`src/rtl/alu_op_sequencer_if.sv`:
```
// Request, ALU-drive and response signals shared by the sequencer and its environment.
// master = the sequencer itself; slave = requester, ALU and consumer side.
interface alu_op_sequencer_if;
   logic        req_valid;
   logic        req_ready;
   logic [2:0]  req_command;
   logic [31:0] req_operandA;
   logic [31:0] req_operandB;
   logic [31:0] alu_operandA;
   logic [31:0] alu_operandB;
   logic [2:0]  alu_command;
   logic [31:0] alu_result;
   logic        alu_carryout;
   logic        alu_zero;
   logic        alu_overflow;
   logic        rsp_valid;
   logic        rsp_ready;
   logic [31:0] rsp_result;
   logic        rsp_carryout;
   logic        rsp_zero;
   logic        rsp_overflow;

   modport master (
      input  req_valid, req_command, req_operandA, req_operandB,
      input  alu_result, alu_carryout, alu_zero, alu_overflow,
      input  rsp_ready,
      output req_ready, alu_operandA, alu_operandB, alu_command,
      output rsp_valid, rsp_result, rsp_carryout, rsp_zero, rsp_overflow
   );

   modport slave (
      output req_valid, req_command, req_operandA, req_operandB,
      output alu_result, alu_carryout, alu_zero, alu_overflow,
      output rsp_ready,
      input  req_ready, alu_operandA, alu_operandB, alu_command,
      input  rsp_valid, rsp_result, rsp_carryout, rsp_zero, rsp_overflow
   );
endinterface

```
`src/rtl/alu_op_sequencer.sv`:
```
// Front-end for the ripple ALU: latches a request, holds ALU inputs for a settle
// window, captures result/flags and presents them until the consumer accepts.
module alu_op_sequencer #(
   parameter int SETTLE_CYCLES = 8,
   parameter int COUNT_WIDTH   = 16
) (
   input  logic                   clk,
   input  logic                   reset,
   alu_op_sequencer_if.master     bus,
   input  logic                   clear_sticky,
   output logic                   sticky_overflow,
   output logic [COUNT_WIDTH-1:0] op_count
);

   typedef enum logic [1:0] {S_IDLE, S_SETTLE, S_HOLD} state_t;

   localparam logic [7:0] CNT_LOAD = 8'(SETTLE_CYCLES - 1);

   state_t                 r_state;
   state_t                 w_next;
   logic [7:0]             r_cnt;
   logic [31:0]            r_alu_a;
   logic [31:0]            r_alu_b;
   logic [2:0]             r_alu_cmd;
   logic                   r_rsp_valid;
   logic [31:0]            r_rsp_result;
   logic                   r_rsp_carry;
   logic                   r_rsp_zero;
   logic                   r_rsp_ovf;
   logic                   r_sticky;
   logic [COUNT_WIDTH-1:0] r_count;
   logic                   w_accept;
   logic                   w_capture;
   logic                   w_release;
   logic                   w_req_ready;

   always_ff @(posedge clk) begin
      if (reset) r_state <= S_IDLE;
      else       r_state <= w_next;
   end

   always_comb begin
      w_next = r_state;
      case (r_state)
         S_IDLE:   if (bus.req_valid)  w_next = S_SETTLE;
         S_SETTLE: if (r_cnt == 8'd0)  w_next = S_HOLD;
         S_HOLD:   if (bus.rsp_ready)  w_next = S_IDLE;
         default:                      w_next = S_IDLE;
      endcase
   end

   always_comb begin
      w_req_ready = (r_state == S_IDLE);
      w_accept    = (r_state == S_IDLE)   && bus.req_valid;
      w_capture   = (r_state == S_SETTLE) && (r_cnt == 8'd0);
      w_release   = (r_state == S_HOLD)   && bus.rsp_ready;
   end

   // Accept: ALU drive is latched once and stays frozen through SETTLE and HOLD.
   always_ff @(posedge clk) begin
      if (reset) begin
         r_alu_a   <= 32'd0;
         r_alu_b   <= 32'd0;
         r_alu_cmd <= 3'd0;
         r_cnt     <= 8'd0;
      end else begin
         if (w_accept) begin
            r_alu_a   <= bus.req_operandA;
            r_alu_b   <= bus.req_operandB;
            r_alu_cmd <= bus.req_command;
            r_cnt     <= CNT_LOAD;
         end else if (r_state == S_SETTLE && r_cnt != 8'd0) begin
            r_cnt <= r_cnt - 8'd1;
         end
      end
   end

   // Capture: rsp_* keep their values after the handshake until the next capture.
   always_ff @(posedge clk) begin
      if (reset) begin
         r_rsp_valid  <= 1'b0;
         r_rsp_result <= 32'd0;
         r_rsp_carry  <= 1'b0;
         r_rsp_zero   <= 1'b0;
         r_rsp_ovf    <= 1'b0;
      end else begin
         if (w_capture) begin
            r_rsp_valid  <= 1'b1;
            r_rsp_result <= bus.alu_result;
            r_rsp_carry  <= bus.alu_carryout;
            r_rsp_zero   <= bus.alu_zero;
            r_rsp_ovf    <= bus.alu_overflow;
         end else if (w_release) begin
            r_rsp_valid  <= 1'b0;
         end
      end
   end

   // A captured overflow outranks a simultaneous clear.
   always_ff @(posedge clk) begin
      if (reset) begin
         r_sticky <= 1'b0;
         r_count  <= '0;
      end else begin
         if (w_capture && bus.alu_overflow) r_sticky <= 1'b1;
         else if (clear_sticky)             r_sticky <= 1'b0;
         if (w_release) r_count <= r_count + 1'b1;
      end
   end

   assign bus.req_ready    = w_req_ready;
   assign bus.alu_operandA = r_alu_a;
   assign bus.alu_operandB = r_alu_b;
   assign bus.alu_command  = r_alu_cmd;
   assign bus.rsp_valid    = r_rsp_valid;
   assign bus.rsp_result   = r_rsp_result;
   assign bus.rsp_carryout = r_rsp_carry;
   assign bus.rsp_zero     = r_rsp_zero;
   assign bus.rsp_overflow = r_rsp_ovf;
   assign sticky_overflow  = r_sticky;
   assign op_count         = r_count;

endmodule

```
`src/flat_wrapper.sv`:
```
// flat-port wrapper written by rule: the top's interface ports become plain ports
module alu_op_sequencer_flat 
#(
   parameter int SETTLE_CYCLES = 8,
   parameter int COUNT_WIDTH   = 16
)
  (clk, reset, clear_sticky, sticky_overflow, op_count, bus_req_valid, bus_req_command, bus_req_operandA, bus_req_operandB, bus_alu_result, bus_alu_carryout, bus_alu_zero, bus_alu_overflow, bus_rsp_ready, bus_req_ready, bus_alu_operandA, bus_alu_operandB, bus_alu_command, bus_rsp_valid, bus_rsp_result, bus_rsp_carryout, bus_rsp_zero, bus_rsp_overflow);
  alu_op_sequencer_if bus_i ();
  input  logic clk;
  input  logic reset;
  input  logic clear_sticky;
  output logic sticky_overflow;
  output logic [COUNT_WIDTH-1:0] op_count;
  input wire logic [$bits(bus_i.req_valid)-1:0] bus_req_valid;
  input wire logic [$bits(bus_i.req_command)-1:0] bus_req_command;
  input wire logic [$bits(bus_i.req_operandA)-1:0] bus_req_operandA;
  input wire logic [$bits(bus_i.req_operandB)-1:0] bus_req_operandB;
  input wire logic [$bits(bus_i.alu_result)-1:0] bus_alu_result;
  input wire logic [$bits(bus_i.alu_carryout)-1:0] bus_alu_carryout;
  input wire logic [$bits(bus_i.alu_zero)-1:0] bus_alu_zero;
  input wire logic [$bits(bus_i.alu_overflow)-1:0] bus_alu_overflow;
  input wire logic [$bits(bus_i.rsp_ready)-1:0] bus_rsp_ready;
  output wire logic [$bits(bus_i.req_ready)-1:0] bus_req_ready;
  output wire logic [$bits(bus_i.alu_operandA)-1:0] bus_alu_operandA;
  output wire logic [$bits(bus_i.alu_operandB)-1:0] bus_alu_operandB;
  output wire logic [$bits(bus_i.alu_command)-1:0] bus_alu_command;
  output wire logic [$bits(bus_i.rsp_valid)-1:0] bus_rsp_valid;
  output wire logic [$bits(bus_i.rsp_result)-1:0] bus_rsp_result;
  output wire logic [$bits(bus_i.rsp_carryout)-1:0] bus_rsp_carryout;
  output wire logic [$bits(bus_i.rsp_zero)-1:0] bus_rsp_zero;
  output wire logic [$bits(bus_i.rsp_overflow)-1:0] bus_rsp_overflow;
  assign bus_i.req_valid = bus_req_valid;
  assign bus_i.req_command = bus_req_command;
  assign bus_i.req_operandA = bus_req_operandA;
  assign bus_i.req_operandB = bus_req_operandB;
  assign bus_i.alu_result = bus_alu_result;
  assign bus_i.alu_carryout = bus_alu_carryout;
  assign bus_i.alu_zero = bus_alu_zero;
  assign bus_i.alu_overflow = bus_alu_overflow;
  assign bus_i.rsp_ready = bus_rsp_ready;
  assign bus_req_ready = bus_i.req_ready;
  assign bus_alu_operandA = bus_i.alu_operandA;
  assign bus_alu_operandB = bus_i.alu_operandB;
  assign bus_alu_command = bus_i.alu_command;
  assign bus_rsp_valid = bus_i.rsp_valid;
  assign bus_rsp_result = bus_i.rsp_result;
  assign bus_rsp_carryout = bus_i.rsp_carryout;
  assign bus_rsp_zero = bus_i.rsp_zero;
  assign bus_rsp_overflow = bus_i.rsp_overflow;
  alu_op_sequencer #(.SETTLE_CYCLES(SETTLE_CYCLES), .COUNT_WIDTH(COUNT_WIDTH)) u_core (.clk(clk), .reset(reset), .bus(bus_i), .clear_sticky(clear_sticky), .sticky_overflow(sticky_overflow), .op_count(op_count));
endmodule
```
`config.mk`:
```
export PLATFORM = sky130hd
export DESIGN_NAME = alu_op_sequencer_flat
export DESIGN_NICKNAME = d
export VERILOG_FILES = /design/src/rtl/alu_op_sequencer_if.sv /design/src/rtl/alu_op_sequencer.sv /design/src/flat_wrapper.sv
export SDC_FILE = /design/constraint.sdc
export NUM_CORES = 1
export LEC_CHECK = 0
export BUFFER_PORTS_ARGS = -buffer_cell sky130_fd_sc_hd__buf_2
export CORE_UTILIZATION = 35
export DETAILED_ROUTE_END_ITERATION = 8
export GPL_TIMING_DRIVEN = 0
export PLACE_DENSITY = 0.64
export SLEW_MARGIN = 0
export SYNTH_ARGS = -nofsm -noshare
export SYNTH_HDL_FRONTEND = slang
export SYNTH_SLANG_ARGS = --single-unit
```
`constraint.sdc`:
```
create_clock -name clk -period 2.05 [get_ports clk]
set_input_delay 0 -clock clk [delete_from_list [all_inputs] [get_ports clk]]
set_output_delay 0 -clock clk [all_outputs]
set_load 0.03 [all_outputs]
```
; ---- Yosys cells after proc, flatten, opt, wreduce, memory -nomap -nowiden
; Cells that the tools add are included.
; Widths: inputs -> output; s select.
[op_classes]
eq_ne = 5
n_reduce_logical = 13
muxes = 10
n_addsub = 2
[op_table]
columns = cell, count
row1 = $add 16x1->16 const B, 1
row2 = $logic_not 8->1, 1
row3 = $reduce_bool 8->1, 1
row4 = $sub 8x1->8 const B, 1
row5 = $mux 2, 3
row6 = $mux 3, 2
row7 = $ne 2x2->1 const B, 3
row8 = $pmux 2 s3, 1
row9 = $reduce_bool 2->1, 3
row10 = $logic_and 1x1->1, 5
row11 = $mux 1, 4
row12 = $reduce_and 3->1, 1
row13 = $eq 2x1->1 const B, 1
row14 = $eq 2x2->1 const B, 1
row15 = $logic_not 2->1, 1
row16 = $reduce_or 2->1, 1
[word_totals]
reg_bits = 130
input_bits = 107
output_inout_bits = 121

; ---- Longest topological paths before layout
[logic_depth]
depth_word = 4
depth_mapped = 8

; ---- Worst setup path after synthesis
; Ideal clock, no wire load.
[synth_timing]
kind = register to register
start = reg u_core.r_count[0], in the netlist u_core.op_count[0]
end = reg u_core.r_count[14], in the netlist u_core.op_count[14]
stages_incl_launch_ff = 6
n_path_buf = 0
arrival_time_ps = 1884
setup_slack_ps = 96
cell_sequence = dfxtp_1 ha_1 nand2_1 or4_1 or3_1 a21oi_1
[synth_via]
elab_chain_cells = 1
[synth_lines]
columns = item, line_no
row1 = start: declaration, alu_op_sequencer.sv:31  ; logic [COUNT_WIDTH-1:0] r_count;
row2 = start signal: assignment, alu_op_sequencer.sv:107  ; if (w_release) r_count <= r_count + 1'b1;
row3 = $add 16x1->16, alu_op_sequencer.sv:107
; No other way between the ends.
; A chain may end at the register's enable or synchronous reset.

; ---- Worst setup path in the final report
; Same ends and word-level chain as after synthesis.

==> out/results.tsv <==
stage	metric	value	unit
worst_setup_path	critPathTopFamily	simple AND/OR/NAND/NOR gates	
logic_synthesis	synth.top_cells.by_count	nand2_1 (210), dfxtp_1 (130), a21oi_1 (112)	
worst_setup_path	crit_arrival	2.21	ns
floorplanning	die_y	119.5	um
global_routing	overflow	0	
place	place_congestion	0.8093	
logic_synthesis	synth_nets	705	
worst_setup_path	critPathKind	flop to flop	
cts	cts_root_buffer	clkbuf_16	
drt	num_vias	5290	
logic_synthesis	synth_seq_cells	130	
logic_synthesis	yosysWarnings	0	
cts	clock_sinks	130	
logic_synthesis	synth_edf_count	0	
sta	rsz0062_at_grt	false	
logic_synthesis	syn-cell-area	4835	um^2
place	place_inst	997	
drt	post_drt_wl_per_cell	13.50	um
worst_setup_path	startpoint	u_core.op_count[0]	
worst_setup_path	start_kind	flop	
place	io_buffers	226	
sta	max_freq	535.0	MHz
logic_synthesis	ys_seq_area_frac	0.5383	
worst_setup_path	r2r_cells	5	
sta	hold_slack	0.1573	ns
sta	hold_viol_final	0	
worst_setup_path	reg2reg_from	u_core.op_count[0]	
worst_setup_path	reg2reg_slack	0.18	ns
floorplanning	die_area	14290	um^2
logic_synthesis	yosysTopAreaCell	dfxtp_1	
worst_setup_path	r2r_end	u_core.op_count[14]	
logic_synthesis	async_flop_share	0	
global_routing	grt_pass1_vias	5170	
floorplanning	num_rows	42	
drt	via_per_inst	4.665	
cts	clkLatencyLatePin	0.41	ns
worst_setup_path	slowest_delay	0.61	ns
sta	period_minus_slack	1.869	ns
finish	fin_cells	1134	
worst_setup_path	cpMaxStageDelayCell	or4_1	
logic_synthesis	synth_ff_type	dfxtp_1	
global_routing	grt_max_degree	17	
logic_synthesis	postSynthCellCount	595	
drt	drc	0	
place	dp_hpwl	10080	um
logic_synthesis	syn-mean-instance-area	8.125	um^2
finish	diodes	0	
finish	area_delta_synth_final	63.92	%
worst_hold_path	hold-path-cell-count	3	
global_routing	antenna_found_initial	0	
sta	tightest_slew	0.5911	ns
cts	h-tree-depth	4	
sta	setup_viol	0	
floorplanning	die_width	119.5	um
worst_setup_path	crit_buf_inv	0	
logic_synthesis	synth_area_leaders	dfxtp_1 (54%), nand2_1 (16%), a21oi_1 (12%)	
finish	utilization	0.5937	
pwr	total_power	7.602	mW
floorplanning	coreArea	13350	um^2
floorplanning	pin_count	228	
global_routing	grt_use_total	0.2190	
pwr	powerDensity	959.3	nW/um^2
logic_synthesis	yosysMostFrequentCell	nand2_1	
cts	ctsLongestPathBuffers	2	
drt	dr.pass1.iters	4	
finish	drive_gt1_frac	0.2891	
floorplanning	start_util	0.3622	
drt	dr.first_iter.drc_count	195	
worst_setup_path	required	2.39	ns
global_routing	grt_pass1_wl	24750	um
drt	drt-total-wl	15310	um
cts	cts_inserted_buffers	17	
sta	slew_viol_final	0	
drt	ant_nets	0	
status	status	finished clean	
flow_run	drv_cap	0	
worst_hold_path	holdPathEnd	u_core.op_count[12]	
worst_setup_path	cp-end-kind	flop	
cts	cts_tree	yes	
worst_setup_path	crit_path_cell_trace	ha_1, nand2_1, or4_1, or3_1, a21oi_1	
pwr	peakVddDrop	639.7	uV
logic_synthesis	yosysUniqueCellTypes	43	
worst_hold_path	min-delay-start	reset	
sta	finClkSkew	0.005667	ns
logic_synthesis	yosysTopAreaCellShare	0.5383	
pwr	p_leak	3.581	nW
worst_hold_path	hold_class	input port to flop	
sta	max-slew-margin-rel	0.6060	
worst_setup_path	crit_fanout	6	
cts	clkTransAtPathRegs	0.06	ns
finish	nNetsFinal	1055	
sta	post-route-period-util	0.9118	
-- sequential cells by signal, indices dropped and copies added, names as in the netlist, 2 cells and up --
name	cells
u_core.bus.alu_operandA	32
u_core.bus.alu_operandB	32
u_core.bus.rsp_result	32
u_core.op_count	16
u_core.r_cnt	8
u_core.bus.alu_command	3
u_core.r_state	2
-- kinds of logic after synthesis --
group,after synthesis,synth area share
AOI/OAI and AO/OA,126,0.1351
xor gates and xnor gates,15,0.02717
adders and majority gates,3,0.007765
buffers and inverters,42,0.04011
DFF,130,0.5383
muxes,2,0.004400
and+or+nand+nor,277,0.2472
-- cell usage in the layout, fill, tap and decap left out, types with 3 or more instances in the layout --
cell and n:
buf_2 230, nand2_1 210, dfxtp_1 130, a21oi_1 112, dlygate4sd3_1 105, clkbuf_1 25
nor2_1 21, clkbuf_16 17, xnor2_1 9, nor3_1 6, xor2_1 6, clkbuf_2 5
o21ai_0 5, nand3_1 5, clkbuf_8 5, inv_1 4, buf_6 4, or3_1 4
bufinv_16 4, nand2b_1 3, nor2b_1 3, a211oi_1 3, nand4_1 3, ha_1 3
-- what timing repair did --
action                                  in CTS  in global routing
hold buffers                               105                  0
pin swaps                                    0                  1
cloned                                       0                  0
resized for setup                            3                  8
setup buffers                                0                  1
endpoints found under the hold margin      105                  0
endpoints found under the setup margin      39                 59
-- worst max-delay path by stage --
stage / slack, ns / cells after the start / endpoint
after floorplan: 0.1 / 5 / u_core.op_count[14]
after global placement: -0.14 / 7 / u_core.bus.rsp_result[2]
after detailed placement: -0.12 / 7 / u_core.bus.rsp_result[0]
after CTS: 0.02 / 5 / u_core.bus.rsp_result[28]
after global routing: 0.02 / 8 / u_core.bus.rsp_carryout
final: 0.18 / 5 / u_core.op_count[14]
-- worst min-delay path, cell delays in order --
cell	delay, ns
clkbuf_1	0.25
nor2_1	0.15
mux2_2	0.14
-- layer usage --
metal,GRT usage,routed length [um],vias up
met5,0,0,-
met4,0.09219,330,0
met3,0.06749,1186,28
met2,0.3660,7269,216
met1,0.2591,6521,2378
li1,-,-,2668
-- final cells by class --
| class | count | area [um^2] |
|---|---|---|
| clock buffers | 25 | 505.5 |
| fillers | 1136 | 5423 |
| plain buffers | 37 | 180.2 |
| clock inverters | 7 | 143.9 |
| flip-flops and latches | 130 | 2603 |
| repair buffers | 332 | 2202 |
| inverters | 4 | 15.01 |
| well taps | 176 | 220.2 |
| multi-input cells | 423 | 2056 |
-- report_power, final --
part	total (mW)	internal [mW]	leakage [nW]	switching, mW
logic	1.48	0.562	2.21	0.919
clock network	3.31	2.20	0.310	1.11
registers	2.81	2.71	1.06	0.0983
-- through the flow --
step / TNS, ns / cell area [um^2] / setup slack (ns)
2_1_floorplan: 0 / 4835 / 0.09583
3_3_place_gp: -3.060 / 6186 / -0.1421
3_5_place_dp: -3.008 / 6186 / -0.1246
4_1_cts: 0 / 7898 / 0.01678
5_1_grt: 0 / 7925 / 0.02221
6_report: 0 / 7925 / 0.1808
No activity file was read; power rests on OpenSTA's default activity.
